==> src/rtl/mem_arb_pkg.sv <==
// mem_arb_pkg: shared state encoding for the instruction/data memory arbiter
package mem_arb_pkg;
  typedef enum logic [1:0] {IDLE, RSP_I, RSP_D} arbState_t;
endpackage

==> src/rtl/mem_arbiter.sv <==
// mem_arbiter: shares one single-port synchronous memory between fetch and data requesters
module mem_arbiter
  import mem_arb_pkg::*;
#(
  parameter int ADDR_W = 10
) (
  input  logic              clk,
  input  logic              n_reset,
  input  logic              i_req,
  input  logic [31:0]       i_addr,
  output logic [31:0]       i_rdata,
  output logic              i_ready,
  input  logic              d_req,
  input  logic              d_we,
  input  logic [31:0]       d_addr,
  input  logic [31:0]       d_wdata,
  output logic [31:0]       d_rdata,
  output logic              d_ready,
  output logic              m_en,
  output logic              m_we,
  output logic [ADDR_W-1:0] m_addr,
  output logic [31:0]       m_wdata,
  input  logic [31:0]       m_rdata
);
  arbState_t state, nextState;
  logic grantD, grantI;
  logic unusedAddr;
  assign unusedAddr = ^{i_addr[31:ADDR_W+2], i_addr[1:0], d_addr[31:ADDR_W+2], d_addr[1:0]};
  // The requester whose response is due is never re-granted, which yields D,I alternation
  always_comb begin
    grantD    = n_reset && d_req && state != RSP_D;
    grantI    = n_reset && i_req && state != RSP_I && !grantD;
    nextState = grantD ? RSP_D : grantI ? RSP_I : IDLE;
    m_en      = grantD || grantI;
    m_we      = grantD && d_we;
    m_addr    = grantD ? d_addr[ADDR_W+1:2] : grantI ? i_addr[ADDR_W+1:2] : '0;
    m_wdata   = grantD ? d_wdata : '0;
  end
  always_ff @(posedge clk or negedge n_reset)
    if (!n_reset) state <= IDLE;
    else state <= nextState;
  assign i_ready = state == RSP_I;
  assign d_ready = state == RSP_D;
  assign i_rdata = m_rdata;
  assign d_rdata = m_rdata;
endmodule

==> config.mk <==
export PLATFORM = sky130hd
export DESIGN_NAME = mem_arbiter
export DESIGN_NICKNAME = d
export VERILOG_FILES = /design/src/rtl/mem_arb_pkg.sv /design/src/rtl/mem_arbiter.sv
export SDC_FILE = /design/constraint.sdc
export NUM_CORES = 1
export LEC_CHECK = 0
export ABC_AREA = 1
export BUFFER_PORTS_ARGS = -buffer_cell sky130_fd_sc_hd__buf_2
export CORE_AREA = 10 10 87 89
export DETAILED_ROUTE_END_ITERATION = 10
export DIE_AREA = 0 0 97 99
export PLACE_DENSITY = 0.66
export SETUP_SLACK_MARGIN = 0.4
export SYNTH_ARGS = -nofsm -noshare
export SYNTH_HDL_FRONTEND = slang
export SYNTH_SLANG_ARGS = --single-unit
==> constraint.sdc <==
create_clock -name clk -period 1.1 [get_ports clk]
set_input_delay 0.33 -clock clk [delete_from_list [all_inputs] [get_ports clk]]
set_output_delay 0.33 -clock clk [all_outputs]
set_load 0.01 [all_outputs]
### After elaboration in Yosys (flattened, before gate mapping)

Cells that the tools add are included.

| word-level totals | value |
|---|---|
| output and inout port bits | 110 |
| logic and storage cells | 18 |
| register bits after elaboration | 2 |
| bits of input ports | 133 |

| operators by class | value |
|---|---|
| reduce and logical (&&, ||, !) cells | 8 |
| eq/ne operators | 4 |
| muxes and demuxes | 5 |

Operators by type and width:

| operator | number |
|---|---|
| $mux 32 | 1 |
| $mux 10 | 2 |
| $logic_and 1x1->1 | 6 |
| $eq 2x1->1 const B | 1 |
| $eq 2x2->1 const B | 1 |
| $mux 2 | 1 |
| $ne 2x1->1 const B | 1 |
| $ne 2x2->1 const B | 1 |
| $logic_not 1->1 | 1 |
| $logic_or 1x1->1 | 1 |
| $mux 1 | 1 |

### Logic depth before layout (Yosys ltp)

Gate-level depths: netlist of the first run.

| logic depth | value |
|---|---|
| depth after elaboration | 6 |
| depth in mapped cells | 7 |
| depth with buffers taken out | 6 |

### Worst setup path before layout of the first run

Ideal clock, no wire load.

| path | value |
|---|---|
| path type | register to output |
| start | reg state[0] |
| end | out m_addr[3] |
| required time | 0.770 ns |
| stages on the path, launching flop included | 7 |
| buffers on the path | 1 |
| setup slack | -0.151 ns |
| data arrival time | 0.921 ns |
| path through | dfrtp_1 -> inv_2 -> nand2_2 -> nand2_4 -> buf_4 -> nand3_1 -> nand2_1 |

| between the ends | value |
|---|---|
| cells in the longest elaborated chain, start to end | 6 |
| elaborated cells on any way between the ends | 8 |
| classes of those cells | eq/ne: 2; mux: 2; reduce/logical: 4 |

RTL lines:

| what | RTL line | source |
|---|---|---|
| start, declared | mem_arbiter.sv:25 | `arbState_t state, nextState;` |
| start signal, assigned | mem_arbiter.sv:41 | `else state <= nextState;` |
| $ne 2x2->1 | mem_arbiter.sv:31 | `grantD = n_reset && d_req && state != RSP_D;` |
| $logic_and 1x1->1 | mem_arbiter.sv:31 |  |
| $logic_not 1->1 | mem_arbiter.sv:32 | `grantI = n_reset && i_req && state != RSP_I && !grantD;` |
| $logic_and 1x1->1 | mem_arbiter.sv:32 |  |
| $mux 10 | mem_arbiter.sv:36 | `m_addr = grantD ? d_addr[ADDR_W+1:2] : grantI ? i_addr[ADDR_W+1:2] : '0;` |
| $mux 10 * | mem_arbiter.sv:36 |  |
| end, declared | mem_arbiter.sv:21 | `output logic [ADDR_W-1:0] m_addr,` |

Every way passes the cells marked *; elsewhere a longest branch is shown, timed or not.

### Final worst setup path of the first run

| path | value |
|---|---|
| start | reg state[1] |
| end | out m_addr[1] |

The elaborated chain is that of the path after synthesis.

==> impl_metrics.ini, run 1 <==
[status]
outcome = finished, violations left
violations = negative setup slack

[place]
pre_cts_slack_ps = -477.8
dpl_cell_area_sq_um = 1252
placedCellCount = 299
dpl.hpwl_mm = 3.405
place_congestion = 0.6757
port_buffers = 102

[detailed_routing]
wirelength_mm = 4.771
drc = 0
via_per_inst = 3.841
avgRoutedWirePerCell_um = 15.19
vias = 1206
drtIter0Drc = 10
ant_nets = 0
firstDrtPassIters = 2

[final_layout]
final_common_cell = buf_2
antenna_cells = 0
reg.largest.list = state x2
layout.nets = 374
fin_cells = 314
top_register = state
drive_above_1_share_pct = 77.82
register_area_sq_um = 50.05
area_growth_pct = 106.6
fin_area_sq_um = 2091
fill_cells = 590
multi_input_area_sq_um = 630.6
mostFrequentLayoutCells = buf_2, buf_6, inv_1
largest_reg_flops = 2
final_core_util_pct = 35.74

[critical_path]
crit_type = flip-flop to primary output
timing.rr.start = state[1]
crit_top_cell = buf_6
crit_path_start_kind = flip-flop
rrSetupSlack_ps = -110
cp-end-kind = primary output
critPathRequiredTime_ps = 770
cpMaxStageDelayCell = dfrtp_1
crit_arrival_ps = 1360
cp.buffers_inverters = 4
cp_max_fo = 5
critPathTopFamily = buffers and inverters
reg2regPathDepth = 7
max_stage_delay_ps = 390
r2r_end = state[0]
cp_cell_sequence = buf_6, inv_4, a21oi_4, clkbuf_16, nand3_4, nand2_2, buf_6

[floorplan]
die_w_um = 97
fp-row-count = 28
core_region_area_sq_um = 5851
num_io_pins = 243
die_h_um = 99
dieArea_sq_um = 9603
start_util_pct = 17.30

[sta]
drv_slew = 0
fin_crit_ps = 1690
fin_crit_sh_pct = 153.6
fmax_ghz = 0.5917
finalHoldViolCount = 0
relSlewSlack_pct = 87.04
tightest_slew_ps = 193.9
rsz0062_at_grt = yes
fin_skew_ps = 1.738
setup_viol = 47
setup_ws_ps = -590.0

[synth]
syn_nets = 315
netlist_top_cells_area = buf_4, inv_1, nor2_1
ys_types = 12
synth_top_area_cell = buf_4
ys_seq_area_share_pct = 4.944
syn_inst = 182
syn_area_sq_um = 1012
synth_top_area_share_pct = 48.95
synth-seq-cells = 2
synth.avg_cell_area_sq_um = 5.562
ys_warn_count = 0

[clocking]
path_clk_slew_ps = 30
ctsRootBufferMaster = clkbuf_8
ctsLongestPathBuffers = 2
htree_levels = 1
cts.sinks = 2
cts_hold_buf = 0
clk_latency_ps = 210
cts_tree = done
numCtsBuffers = 3

[pwr]
p_int_w = 0.0007221
power.density_nw_per_um2 = 542.8
peakVddDrop_v = 0.0002749
p_leak_nw = 1.125
clkPwrFrac_pct = 25.7
p_switching_w = 0.0004128
seqPwrFrac_pct = 7.3
combPwrFrac_pct = 67.1
p_sw_share_pct = 36.37

[global_route]
overflow = 0
grt_usage_pct = 8.664
grt_start_max_net_pins = 12
grt_antenna_before_repair = 0
grt_pass1_vias = 1323
grt_pass1_wl_mm = 6.796

[worst_hold_path]
hold_class = input pin to async pin

[job]
maxCapViolCount = 0
==> stage by stage <==
stage          hold slack [ps]  setup TNS [ps]   power, W
2_1_floorplan            34.41           -4761  0.0005841
3_3_place_gp             240.9          -15710  0.0005082
3_5_place_dp             246.4          -16460  0.0005137
4_1_cts                  22.21          -23360   0.001012
5_1_grt                  31.76          -25790   0.001208
6_report                 25.01          -23490   0.001135
==> cell families (layout without fill, tap and decap cells) <==
kind of cell           Yosys count  after routing  synth area share [%]
AO/OA/AOI/OAI                    1              1                0.8654
AND/OR/NAND/NOR                 70             70                 28.18
flip-flops                       2              2                 4.945
buffers and inverters          109            166                 66.01
==> area by class of cell <==
class                      count  area share, %
timing repair buffer         124          53.26
sequential                     2          2.394
inverter                      39          7.720
clock buffer                   3          1.975
multi-input combinational     71          30.16
tap                           75          4.488
==> power by group through the flow <==
stage               registers [W]  clock network, W  logic, W
detailed placement      0.0000827                 0  0.000431
finish                  0.0000825          0.000291  0.000761
floorplan               0.0000823                 0  0.000502
CTS                     0.0000821          0.000300  0.000630
global route            0.0000828          0.000307  0.000819
global placement        0.0000825                 0  0.000426
==> worst register-to-register path: stages (launching register included) <==
cell       delay [ps]
dfrtp_1           390
buf_6             130
inv_4              30
a21oi_4           180
clkbuf_16         190
inv_2              40
buf_4             120
nor2_2             60
==> Yosys cell counts <==
cell type	instances
a21oi_2	1
buf_2	3
buf_4	66
buf_6	1
dfrtp_1	2
inv_1	37
inv_2	2
nand2_1	23
nand2_2	1
nand2_4	1
nand3_1	10
nor2_1	35
==> worst max path at each step <==
stage | startpoint | end | depth (start not counted)
final | state[1] | m_addr[1] | 7
after detailed placement | n_reset | m_addr[2] | 8
after CTS | state[0] | m_addr[5] | 8
after global routing | state[1] | m_addr[0] | 7
after global placement | n_reset | m_addr[2] | 8
after floorplan | state[1] | m_wdata[11] | 4
==> metal layers <==
metal	vias up	global-route usage, %	routed length, um	part of all wire, %
met2	90	15.12	2516	53
li1	571	-	-	-
met5	-	0	0	0
met3	32	4.818	552	12
met4	0	4.767	187	3.9
met1	513	7.900	1515	32
==> what timing repair did <==
action                     CTS  global route
gates resized for setup     58            74
gates cloned                 4             1
setup endpoints to repair   48            48
buffers inserted             7             0
pin swaps                    9            10
(Power assumes the default switching activity.)
==> run 2: changes to the inputs <==
CORE_AREA = default   (was 10 10 87 89)
CORE_ASPECT_RATIO = 0.5   (was default)
CORE_MARGIN = 10   (was default)
CORE_UTILIZATION = 20   (was default)
DIE_AREA = default   (was 0 0 97 99)
PLACE_DENSITY = 0.75   (was 0.66)
==> impl_metrics.ini, run 2 (synthesis results as in run 1) <==
[sta]
tightest_slew_ps = 232.8
setup_viol = 46
relSlewSlack_pct = 84.45
fin_crit_ps = 1630
finalHoldViolCount = 0
setup_ws_ps = -529.5
fin_crit_sh_pct = 148.1
rsz0062_at_grt = yes
fmax_ghz = 0.6137
drv_slew = 0
fin_skew_ps = 0.9393

[critical_path]
cp_cell_sequence = inv_2, nand2_8, nand2_8, clkbuf_16, nor2_1, buf_2
crit_arrival_ps = 1300
crit_type = flip-flop to primary output
crit_path_start_kind = flip-flop
cp-end-kind = primary output
cpMaxStageDelayCell = dfrtp_1
critPathRequiredTime_ps = 770
crit_top_cell = nand2_8
cp_max_fo = 10
max_stage_delay_ps = 400

[job]
maxCapViolCount = 0

[worst_hold_path]
hold_class = input pin to async pin

[pwr]
seqPwrFrac_pct = 9.3
power.density_nw_per_um2 = 580.4
combPwrFrac_pct = 59.0
p_switching_w = 0.0003406
p_int_w = 0.0005838
clkPwrFrac_pct = 31.7
p_sw_share_pct = 36.85
p_leak_nw = 0.9988
peakVddDrop_v = 0.0001526

[clocking]
htree_levels = 1
ctsLongestPathBuffers = 2
ctsRootBufferMaster = clkbuf_8
clk_latency_ps = 210
numCtsBuffers = 3
cts_hold_buf = 0
cts_tree = done
path_clk_slew_ps = 30
cts.sinks = 2

[final_layout]
largest_reg_flops = 2
multi_input_area_sq_um = 503.0
final_common_cell = buf_2
top_register = state
register_area_sq_um = 51.30
fill_cells = 532
fin_area_sq_um = 1593
drive_above_1_share_pct = 70.69
antenna_cells = 0
area_growth_pct = 57.35
layout.nets = 367
mostFrequentLayoutCells = buf_2, inv_1, nor2_1
reg.largest.list = state x2

[detailed_routing]
via_per_inst = 3.613
vias = 1091
ant_nets = 0
firstDrtPassIters = 4
avgRoutedWirePerCell_um = 12.87
drtIter0Drc = 20
drc = 0
wirelength_mm = 3.888

[floorplan]
num_io_pins = 243
core_region_area_sq_um = 4910
die_w_um = 120.6
start_util_pct = 20.62
fp-row-count = 18
die_h_um = 70.31
dieArea_sq_um = 8479

[global_route]
grt_antenna_before_repair = 0
overflow = 0
grt_usage_pct = 7.428
grt_pass1_wl_mm = 5.271
grt_start_max_net_pins = 21
grt_pass1_vias = 1054

[place]
pre_cts_slack_ps = -403.3
dpl_cell_area_sq_um = 1194
dpl.hpwl_mm = 2.874
port_buffers = 102
place_congestion = 0.7014

[status]
violations = negative setup slack
outcome = finished, violations left
==> run 2: power groups by stage <==
stage	registers (W)	logic, W	clock network [W]
after global routing	0.0000864	0.000595	0.000315
final	0.0000860	0.000545	0.000293
after detailed placement	0.0000829	0.000396	0
after floorplan	0.0000823	0.000502	0
after global placement	0.0000826	0.000393	0
after CTS	0.0000822	0.000413	0.000300
==> run 2: repair_timing <==
action,CTS,global route
gates cloned,0,5
resized for setup,6,54
pin swaps,1,4
setup endpoints to repair,48,48
setup buffers,1,1
==> run 2: per-stage QoR <==
step                      util [%]  hold WS, ps  setup TNS (ps)  instances  total power [W]
after floorplan                  -        34.41           -4761        182        0.0005841
after global placement       24.31        227.4          -14780        292        0.0004759
after detailed placement     24.31        232.0          -15650        292        0.0004790
after CTS                    25.79        9.652          -21550        296        0.0007947
after global routing         32.44        45.95          -25780        302        0.0009965
final                        32.44        39.08          -22780        302        0.0009244
==> run 2: per-layer routing <==
| metal | vias up | share of wire [%] | track usage (%) |
|---|---|---|---|
| met4 | 0 | 3.3 | 5.319 |
| met2 | 41 | 61 | 14.97 |
| met3 | 23 | 6.4 | 2.245 |
| li1 | 553 | - | - |
| met5 | - | 0 | 0 |
| met1 | 474 | 29 | 5.967 |
==> run 2: worst max-delay path: cells and delay by family (launching register included) <==
family	cells	cell delay [ps]
flops	1	400
simple gates	3	260
buf+inv	3	420
==> run 2: final timing paths <==
path                        startpoint     endpoint  slack, ps  cells past startpoint
max                           state[0]  m_wdata[28]       -530                      6
min                            n_reset     state[0]         40                      2
max reg2reg                   state[0]     state[0]         20                      6
min reg2reg                   state[0]     state[0]        820                      5
max in group asynchronous      n_reset     state[1]        960                      2
min in group clk           m_rdata[17]  d_rdata[17]        660                      0
==> run 2: cell type report <==
type	count	share of cell area (%)
well taps	70	5.499
clock buffers	3	2.592
flip-flops and latches	2	3.221
repair buffers	115	47.21
multi-input cells	73	31.58
inverters	39	9.898
==> run 3: changes to the inputs <==
==> constraint.sdc (replaced) <==
create_clock -name clk -period 1.1 [get_ports clk]
set_input_delay 0.275 -clock clk [delete_from_list [all_inputs] [get_ports clk]]
set_output_delay 0.275 -clock clk [all_outputs]
set_load 0.01 [all_outputs]
==> impl_metrics.ini, run 3 (synthesis results as in run 1) <==
[pwr]
power.density_nw_per_um2 = 584.8
p_leak_nw = 0.9943
peakVddDrop_v = 0.0002873

[clocking]
clk_latency_ps = 210
cts_tree = done
path_clk_slew_ps = 30
numCtsBuffers = 3
ctsLongestPathBuffers = 2
cts.sinks = 2
htree_levels = 1
ctsRootBufferMaster = clkbuf_8

[final_layout]
layout.nets = 368
final_common_cell = buf_2
area_growth_pct = 51.30
fill_cells = 527
fin_cells = 303
final_core_util_pct = 31.19
antenna_cells = 0
drive_above_1_share_pct = 66.09
mostFrequentLayoutCells = buf_2, inv_1, nor2_1
top_register = state
fin_area_sq_um = 1531
largest_reg_flops = 2
reg.largest.list = state x2

[critical_path]
cp_max_fo = 8
rrSetupSlack_ps = -40
crit_arrival_ps = 1260
r2r_end = state[0]
crit_type = flip-flop to primary output
timing.rr.start = state[1]
reg2regPathDepth = 6
crit_start = state[0]
critPathRequiredTime_ps = 820
cp-end-kind = primary output
crit_path_start_kind = flip-flop
cp-endpoint = m_addr[2]

[job]
maxCapViolCount = 0

[global_route]
grt_pass1_vias = 1136
grt_antenna_before_repair = 0
overflow = 0
grt_pass1_wl_mm = 5.823
grt_start_max_net_pins = 14
grt_usage_pct = 8.422

[sta]
fin_crit_ps = 1534
relSlewSlack_pct = 89.26
tightest_slew_ps = 160.9
fmax_ghz = 0.6520
setup_viol = 47
rsz0062_at_grt = yes
hold_slack_ps = 497.1
setup_ws_ps = -433.8
fin_skew_ps = 3.133
setup-tns-final_ps = -17790
fin_crit_sh_pct = 139.4
drv_slew = 0
finalHoldViolCount = 0

[floorplan]
die_w_um = 120.6
fp-row-count = 18
start_util_pct = 20.62
dieArea_sq_um = 8479
num_io_pins = 243
die_h_um = 70.31
core_region_area_sq_um = 4910

[place]
dpl.hpwl_mm = 3.055
placedCellCount = 292
port_buffers = 102
place_congestion = 0.7011
dpl_cell_area_sq_um = 1194

[detailed_routing]
firstDrtPassIters = 6
via_per_inst = 3.584
drc = 0
drtIter0Drc = 22
wirelength_mm = 3.916
ant_nets = 0
avgRoutedWirePerCell_um = 12.92
vias = 1086

[worst_hold_path]
hold_class = input pin to async pin

[status]
outcome = finished, violations left
violations = negative setup slack
-- run 3: layer usage --
metal	vias to the layer above	track usage, %	wire (um)
met5	-	0	0
met4	0	4.787	126
met3	21	5.213	520
met2	61	16.29	2286
met1	451	6.194	982
li1	553	-	-
-- run 3: what timing repair did --
| item | 4_1_cts | 5_1_grt |
|---|---|---|
| endpoints found under the setup margin | 48 | 48 |
| pin swaps | 2 | 3 |
| hold endpoints to repair | 2 | 0 |
| resized for setup | 23 | 25 |
| setup buffers | 2 | 2 |
| gates cloned | 3 | 0 |
| hold buffers | 1 | 0 |
-- run 3: layout make-up --
class	instances	area, sq um	area share, %
Clock buffer	3	41.29	2.696
Inverter	39	148.9	9.722
Multi-Input combinational cell	71	417.9	27.29
Sequential cell	2	50.05	3.268
Tap cell	70	87.58	5.719
Timing Repair Buffer	118	785.8	51.31
-- run 3: per-stage QoR --
step	setup slack, ps	total power, W
2_1_floorplan	-63.50	0.0005095
3_3_place_gp	-263.8	0.0004789
3_5_place_dp	-254.0	0.0004817
4_1_cts	-441.1	0.0008556
5_1_grt	-532.3	0.0009698
6_report	-433.8	0.0008956
-- run 3: worst max-delay path, cell delays in order (launching register included) --
cell and delay (ps):
dfrtp_1 390, inv_2 80, nand2_4 70, nand2_8 120, buf_6 140, nand3_1 90
nand2_2 70, buf_6 100
-- run 3: how the worst min path moves through the flow --
stage	startpoint	end	slack (ps)
6_report	n_reset	state[0]	500
5_1_grt	n_reset	state[0]	530
4_1_cts	n_reset	state[0]	500
3_5_place_dp	n_reset	state[1]	170
3_3_place_gp	n_reset	state[1]	170
2_1_floorplan	n_reset	state[0]	-20
-- run 3: report_power, final --
group	internal [W]	switching, W
logic	0.000276	0.000251
clock network	0.000231	0.0000542
registers	0.0000784	0.00000465
